### src/rtl/cve2_rvfi_monitor.sv
// RVFI retirement monitor: registered trace record, retire/trap statistics,
// order-consistency flag and a fence-delimited cycle benchmark.
module cve2_rvfi_monitor #(
  parameter bit          VectorBench = 1'b0,
  parameter logic [31:0] FenceInsn   = 32'h0ff0000f,
  parameter bit          LogEnable   = 1'b1
) (
  input  logic        clk_i,
  input  logic        rst_i,
  input  logic [31:0] hart_id_i,
  input  logic        rvfi_valid,
  input  logic [63:0] rvfi_order,
  input  logic [31:0] rvfi_insn,
  input  logic        rvfi_trap,
  input  logic        rvfi_halt,
  input  logic        rvfi_intr,
  input  logic [1:0]  rvfi_mode,
  input  logic [1:0]  rvfi_ixl,
  input  logic [4:0]  rvfi_rs1_addr,
  input  logic [4:0]  rvfi_rs2_addr,
  input  logic [4:0]  rvfi_rs3_addr,
  input  logic [31:0] rvfi_rs1_rdata,
  input  logic [31:0] rvfi_rs2_rdata,
  input  logic [31:0] rvfi_rs3_rdata,
  input  logic [4:0]  rvfi_rd_addr,
  input  logic [31:0] rvfi_rd_wdata,
  input  logic [31:0] rvfi_pc_rdata,
  input  logic [31:0] rvfi_pc_wdata,
  input  logic [31:0] rvfi_mem_addr,
  input  logic [3:0]  rvfi_mem_rmask,
  input  logic [3:0]  rvfi_mem_wmask,
  input  logic [31:0] rvfi_mem_rdata,
  input  logic [31:0] rvfi_mem_wdata,
  input  logic        vstore_finished_i,
  input  logic        vec_idle_i,
  output logic        trace_valid_o,
  output logic [31:0] trace_pc_o,
  output logic [31:0] trace_insn_o,
  output logic        trace_rd_we_o,
  output logic [4:0]  trace_rd_addr_o,
  output logic [31:0] trace_rd_wdata_o,
  output logic [3:0]  trace_mem_rmask_o,
  output logic [3:0]  trace_mem_wmask_o,
  output logic [31:0] trace_mem_addr_o,
  output logic        trace_trap_o,
  output logic [63:0] retired_cnt_o,
  output logic [31:0] trap_cnt_o,
  output logic        order_err_o,
  output logic [1:0]  my_state_o,
  output logic [31:0] my_count_o,
  output logic        my_done_o
);

  typedef enum logic [1:0] {
    IDLE        = 2'd0,
    RUNNING     = 2'd1,
    WAIT_VSTORE = 2'd2,
    DONE        = 2'd3
  } my_state_e;

  my_state_e state_reg;
  logic [63:0]  last_order_reg;
  logic         seen_reg;

  logic rd_we;
  logic fence_event;
  logic drain;

  assign rd_we       = !rvfi_trap && (rvfi_rd_addr != 5'd0);
  assign fence_event = rvfi_valid && (rvfi_insn == FenceInsn) && !rvfi_trap;
  assign drain       = vstore_finished_i && vec_idle_i;

  // Text logging belongs to the simulation harness; these inputs only
  // exist so the monitor drops in beside the core's RVFI port unchanged.
  logic unused;
  assign unused = ^{hart_id_i, rvfi_halt, rvfi_intr, rvfi_mode, rvfi_ixl,
                    rvfi_rs1_addr, rvfi_rs2_addr, rvfi_rs3_addr,
                    rvfi_rs1_rdata, rvfi_rs2_rdata, rvfi_rs3_rdata,
                    rvfi_pc_wdata, rvfi_mem_rdata, rvfi_mem_wdata, LogEnable};

  always_ff @(posedge clk_i) begin
    if (rst_i) begin
      trace_valid_o     <= 1'b0;
      trace_pc_o        <= '0;
      trace_insn_o      <= '0;
      trace_rd_we_o     <= 1'b0;
      trace_rd_addr_o   <= '0;
      trace_rd_wdata_o  <= '0;
      trace_mem_rmask_o <= '0;
      trace_mem_wmask_o <= '0;
      trace_mem_addr_o  <= '0;
      trace_trap_o      <= 1'b0;
    end else begin
      trace_valid_o <= rvfi_valid;
      if (rvfi_valid) begin
        trace_pc_o        <= rvfi_pc_rdata;
        trace_insn_o      <= rvfi_insn;
        trace_rd_we_o     <= rd_we;
        trace_rd_addr_o   <= rvfi_rd_addr;
        trace_rd_wdata_o  <= rd_we ? rvfi_rd_wdata : 32'd0;
        trace_mem_rmask_o <= rvfi_mem_rmask;
        trace_mem_wmask_o <= rvfi_mem_wmask;
        trace_mem_addr_o  <= rvfi_mem_addr;
        trace_trap_o      <= rvfi_trap;
      end
    end
  end

  always_ff @(posedge clk_i) begin
    if (rst_i) begin
      retired_cnt_o  <= '0;
      trap_cnt_o     <= '0;
      order_err_o    <= 1'b0;
      last_order_reg <= '0;
      seen_reg       <= 1'b0;
    end else if (rvfi_valid) begin
      retired_cnt_o <= retired_cnt_o + 64'd1;
      if (rvfi_trap) begin
        trap_cnt_o <= trap_cnt_o + 32'd1;
      end
      // The first retirement after reset has no predecessor to compare to.
      if (seen_reg && (rvfi_order != last_order_reg + 64'd1)) begin
        order_err_o <= 1'b1;
      end
      last_order_reg <= rvfi_order;
      seen_reg       <= 1'b1;
    end
  end

  always_ff @(posedge clk_i) begin
    if (rst_i) begin
      state_reg     <= IDLE;
      my_count_o <= '0;
      my_done_o  <= 1'b0;
    end else begin
      my_done_o <= 1'b0;
      case (state_reg)
        IDLE: begin
          if (fence_event) begin
            state_reg     <= RUNNING;
            my_count_o <= '0;
          end
        end
        RUNNING: begin
          my_count_o <= my_count_o + 32'd1;
          if (fence_event) begin
            state_reg    <= VectorBench ? WAIT_VSTORE : DONE;
            my_done_o <= !VectorBench;
          end
        end
        WAIT_VSTORE: begin
          // Fences retired while draining are deliberately ignored.
          my_count_o <= my_count_o + 32'd1;
          if (drain) begin
            state_reg    <= DONE;
            my_done_o <= 1'b1;
          end
        end
        DONE: begin
          state_reg <= IDLE;
        end
        default: begin
          state_reg <= IDLE;
        end
      endcase
    end
  end

  assign my_state_o = state_reg;

endmodule

### config.mk
export PLATFORM = sky130hd
export DESIGN_NAME = cve2_rvfi_monitor
export DESIGN_NICKNAME = d
export VERILOG_FILES = /design/src/rtl/cve2_rvfi_monitor.sv
export SDC_FILE = /design/constraint.sdc
export NUM_CORES = 1
export LEC_CHECK = 0
export CAP_MARGIN = 10
export CORE_AREA = 5 5 279 281
export CTS_BUF_LIST = sky130_fd_sc_hd__clkbuf_16
export CTS_CLUSTER_SIZE = 8
export DETAILED_ROUTE_END_ITERATION = 16
export DIE_AREA = 0 0 284 286
export DONT_BUFFER_PORTS = 1
export GPL_TIMING_DRIVEN = 0
export MAX_ROUTING_LAYER = met4
export PLACE_DENSITY_LB_ADDON = 0.05
export SYNTH_ARGS = -nofsm -noshare
export SYNTH_HDL_FRONTEND = slang
export SYNTH_SLANG_ARGS = --single-unit
### constraint.sdc
create_clock -name clk_i -period 5.88 [get_ports clk_i]
set_clock_uncertainty 0.2 [all_clocks]
set_input_delay 1.176 -clock clk_i [delete_from_list [all_inputs] [get_ports clk_i]]
set_output_delay 1.176 -clock clk_i [all_outputs]
set_load 0.02 [all_outputs]
==> results.toml <==
[critical_path]
reg2reg_from = "last_order_reg[0]$_SDFFE_PP0P_"
path_class = "in -> reg"
crit_path_frequent_cell = "nand3_1"
regToRegEndpoint = "order_err_o$_SDFFE_PP0P_"
startpoint = "rvfi_insn[26]"
r2r_cells = 10
max_stage_delay_ps = 790
rrSetupSlack_ps = 1450
cpLargestDelayFamily = "simple AND/OR/NAND/NOR gates"
start_kind = "input pin"
crit_required_ps = 6140
slowest_stage = "nor4bb_1"
crit_path_end_kind = "flop"
path_cells = "nor4bb_1 -> nand3_1 -> o41a_1 -> clkbuf_1 -> nand3b_1 -> nor4_2 -> nand3_1 -> xor2_1 -> nor2_1"
cp.arrival_ps = 4750
cp_max_fo = 10
critPathBufInv = 1

[pwr]
power_density_nw_per_um2 = 310
power.leakage_nw = 6.65
ir_drop_v = 0.000223

[placement]
place_hpwl_mm = 59.4
post-place-ws_ps = 526
io_buffers = 0
place_area_um2 = 16700
gp_congestion = 0.821

[timing]
finalHoldViolations = 0
worst_pin_slew_ps = 1240
tns_ps = 0
fin_ws_ps = 1390
setup_viol = 0
whs_ps = 268
relSlewSlack = 0.171
rsz0062_at_grt = "false"
drv_slew = 0
fin_crit_sh = 0.764
fin_crit_ps = 4490
fmax_mhz = 222

[clock_tree]
cts_tree = "yes"
clk_pin_slew_ps = 50
cts_hold_buf = 0
post_cts_resized = 0
clockBufferDepth = 3
cts_buffers = 50
cts.sinks = 341
htree_levels = 2
clock_latency_ps = 610
cts_root_buf = "clkbuf_16"
post_cts_buffers = 0

[route]
drc = 0
drt_first_pass_iters = 6
detail-route-antenna-nets = 0
drtIter0Drc = 602
routedWlPerCell_um = 26.3
viasPerCell = 4.62
vias = 12900
routed_wl_mm = 73.2

[synthesis]
synth_area_um2 = 15500
synth_flop_cell = "dfxtp_1"
synth-async-reset-ratio = 0
ys_seq_area_frac = 0.441
ys_types = 63
ys_seq_elements = 341
synth_edf_count = 0
yosysWarnings = 0
syn_area_per_cell_um2 = 8.89
syn-num-nets = 2205
netlist_instances = 1741

[layout]
fin_nets = 2258
layout_commonest_cell = "nor2_1"
syn2layout_area_growth_pct = 17.0
utilization = 0.241
drive_above_1_share = 0.0437
stdcell_area_um2 = 18100
final_cell_mix = "366 x nor2_1, 341 x dfxtp_1, 176 x mux2i_1"

[die]
start_util = 0.206
io_pins = 732
coreArea_um2 = 75200
die_y_um = 286
die_area_um2 = 81200
rows = 101
die_w_um = 284

[worst_hold_path]
hold_depth = 2
hold_path.class = "reg -> reg"
min-delay-start = "seen_reg$_SDFFE_PP0P_"
min_to = "seen_reg$_SDFFE_PP0P_"

[global_routing]
grt_max_degree = 16
gr-total-overflow = 0
antenna_found_initial = 5
grt_pass1_wl_mm = 101
grt.total_usage = 0.177
grt_pass1_vias = 12700

[run_status]
status = "completed"

[flow_run]
max_cap_viol_count = 0
## power breakdown
group	total, mW	internal [mW]	switching (mW)
Combinational	0.379	0.154	0.225
Clock	2.65	1.51	1.14
Sequential	2.59	2.40	0.192
## cell usage after synthesis (all sizes together) (25+ instances only)
| cell | instances | area share |
|---|---|---|
| xor2 | 103 | 0.058 |
| nand2 | 87 | 0.021 |
| a21oi | 29 | 0.0094 |
| buf | 25 | 0.0065 |
| nor4 | 42 | 0.018 |
| nand4 | 50 | 0.021 |
| nor2 | 366 | 0.089 |
| dfxtp | 341 | 0.44 |
| nor3 | 25 | 0.0084 |
| a22oi | 34 | 0.016 |
| mux2i | 176 | 0.11 |
| and4 | 25 | 0.014 |
| xnor2 | 87 | 0.049 |
| nand3 | 80 | 0.026 |
| clkbuf | 62 | 0.015 |
| and3 | 39 | 0.016 |
## worst max-delay path by stage
| stage | to | slack, ps | cells after the start |
|---|---|---|---|
| after floorplan | my_count_o[26]$_SDFFE_PP0P_ | 2270 | 9 |
| after global placement | my_count_o[26]$_SDFFE_PP0P_ | 610 | 9 |
| after detailed placement | my_count_o[24]$_SDFFE_PP0P_ | 530 | 9 |
| after CTS | my_count_o[24]$_SDFFE_PP0P_ | 1160 | 9 |
| after global routing | my_count_o[22]$_SDFFE_PP0P_ | 1010 | 9 |
| final | my_count_o[24]$_SDFFE_PP0P_ | 1390 | 9 |
## layer usage
metal  vias up  track usage  part of all wire  routed length, µm
met2       445        0.301              0.49              35900
met1      6178        0.193              0.38              28100
met5         -            -                 0                  0
met4         0       0.0322             0.016               1190
li1       6175            -                 -                  -
met3        87       0.0840              0.11               8070
## cells by family (layout without fill, tap and decap cells)
kind of cell / after synthesis / count (layout) / synth area share
AO/OA/AOI/OAI: 138 / 138 / 0.0613
flip-flops: 341 / 341 / 0.441
adder cells (fa/ha/maj): 8 / 8 / 0.00646
AND/OR/NAND/NOR: 779 / 779 / 0.243
other: 0 / 3 / 0
multiplexers: 176 / 176 / 0.114
buffers and inverters: 109 / 175 / 0.0268
XOR/XNOR: 190 / 190 / 0.107
## worst register-to-register path, stage by stage (launching register included)
cell and delay [ps]:
dfxtp_1 530, ha_1 200, clkbuf_1 400, and2_0 190, clkbuf_1 290, nand3_1 340
a2111oi_0 880, o22ai_1 220, nor4_1 570, and4_1 390, nor3_1 60
## through the flow
stage	instances	power, mW
floorplan	1741	2.85
global placement	2719	3.02
detailed placement	2720	3.02
CTS	2785	5.75
global route	2787	5.88
finish	2788	5.62
## area by class of cell
| cell class | instances | area (µm²) |
|---|---|---|
| flip-flops and latches | 341 | 6830 |
| clock inverters | 15 | 128 |
| fillers | 8218 | 57100 |
| multi-input cells | 1291 | 8240 |
| plain buffers | 87 | 333 |
| diodes | 3 | 7.51 |
| clock buffers | 50 | 1250 |
| repair buffers | 1 | 15.0 |
| inverters | 22 | 82.6 |
| well taps | 978 | 1220 |
Note: power is estimated with default switching activity, not from simulation.
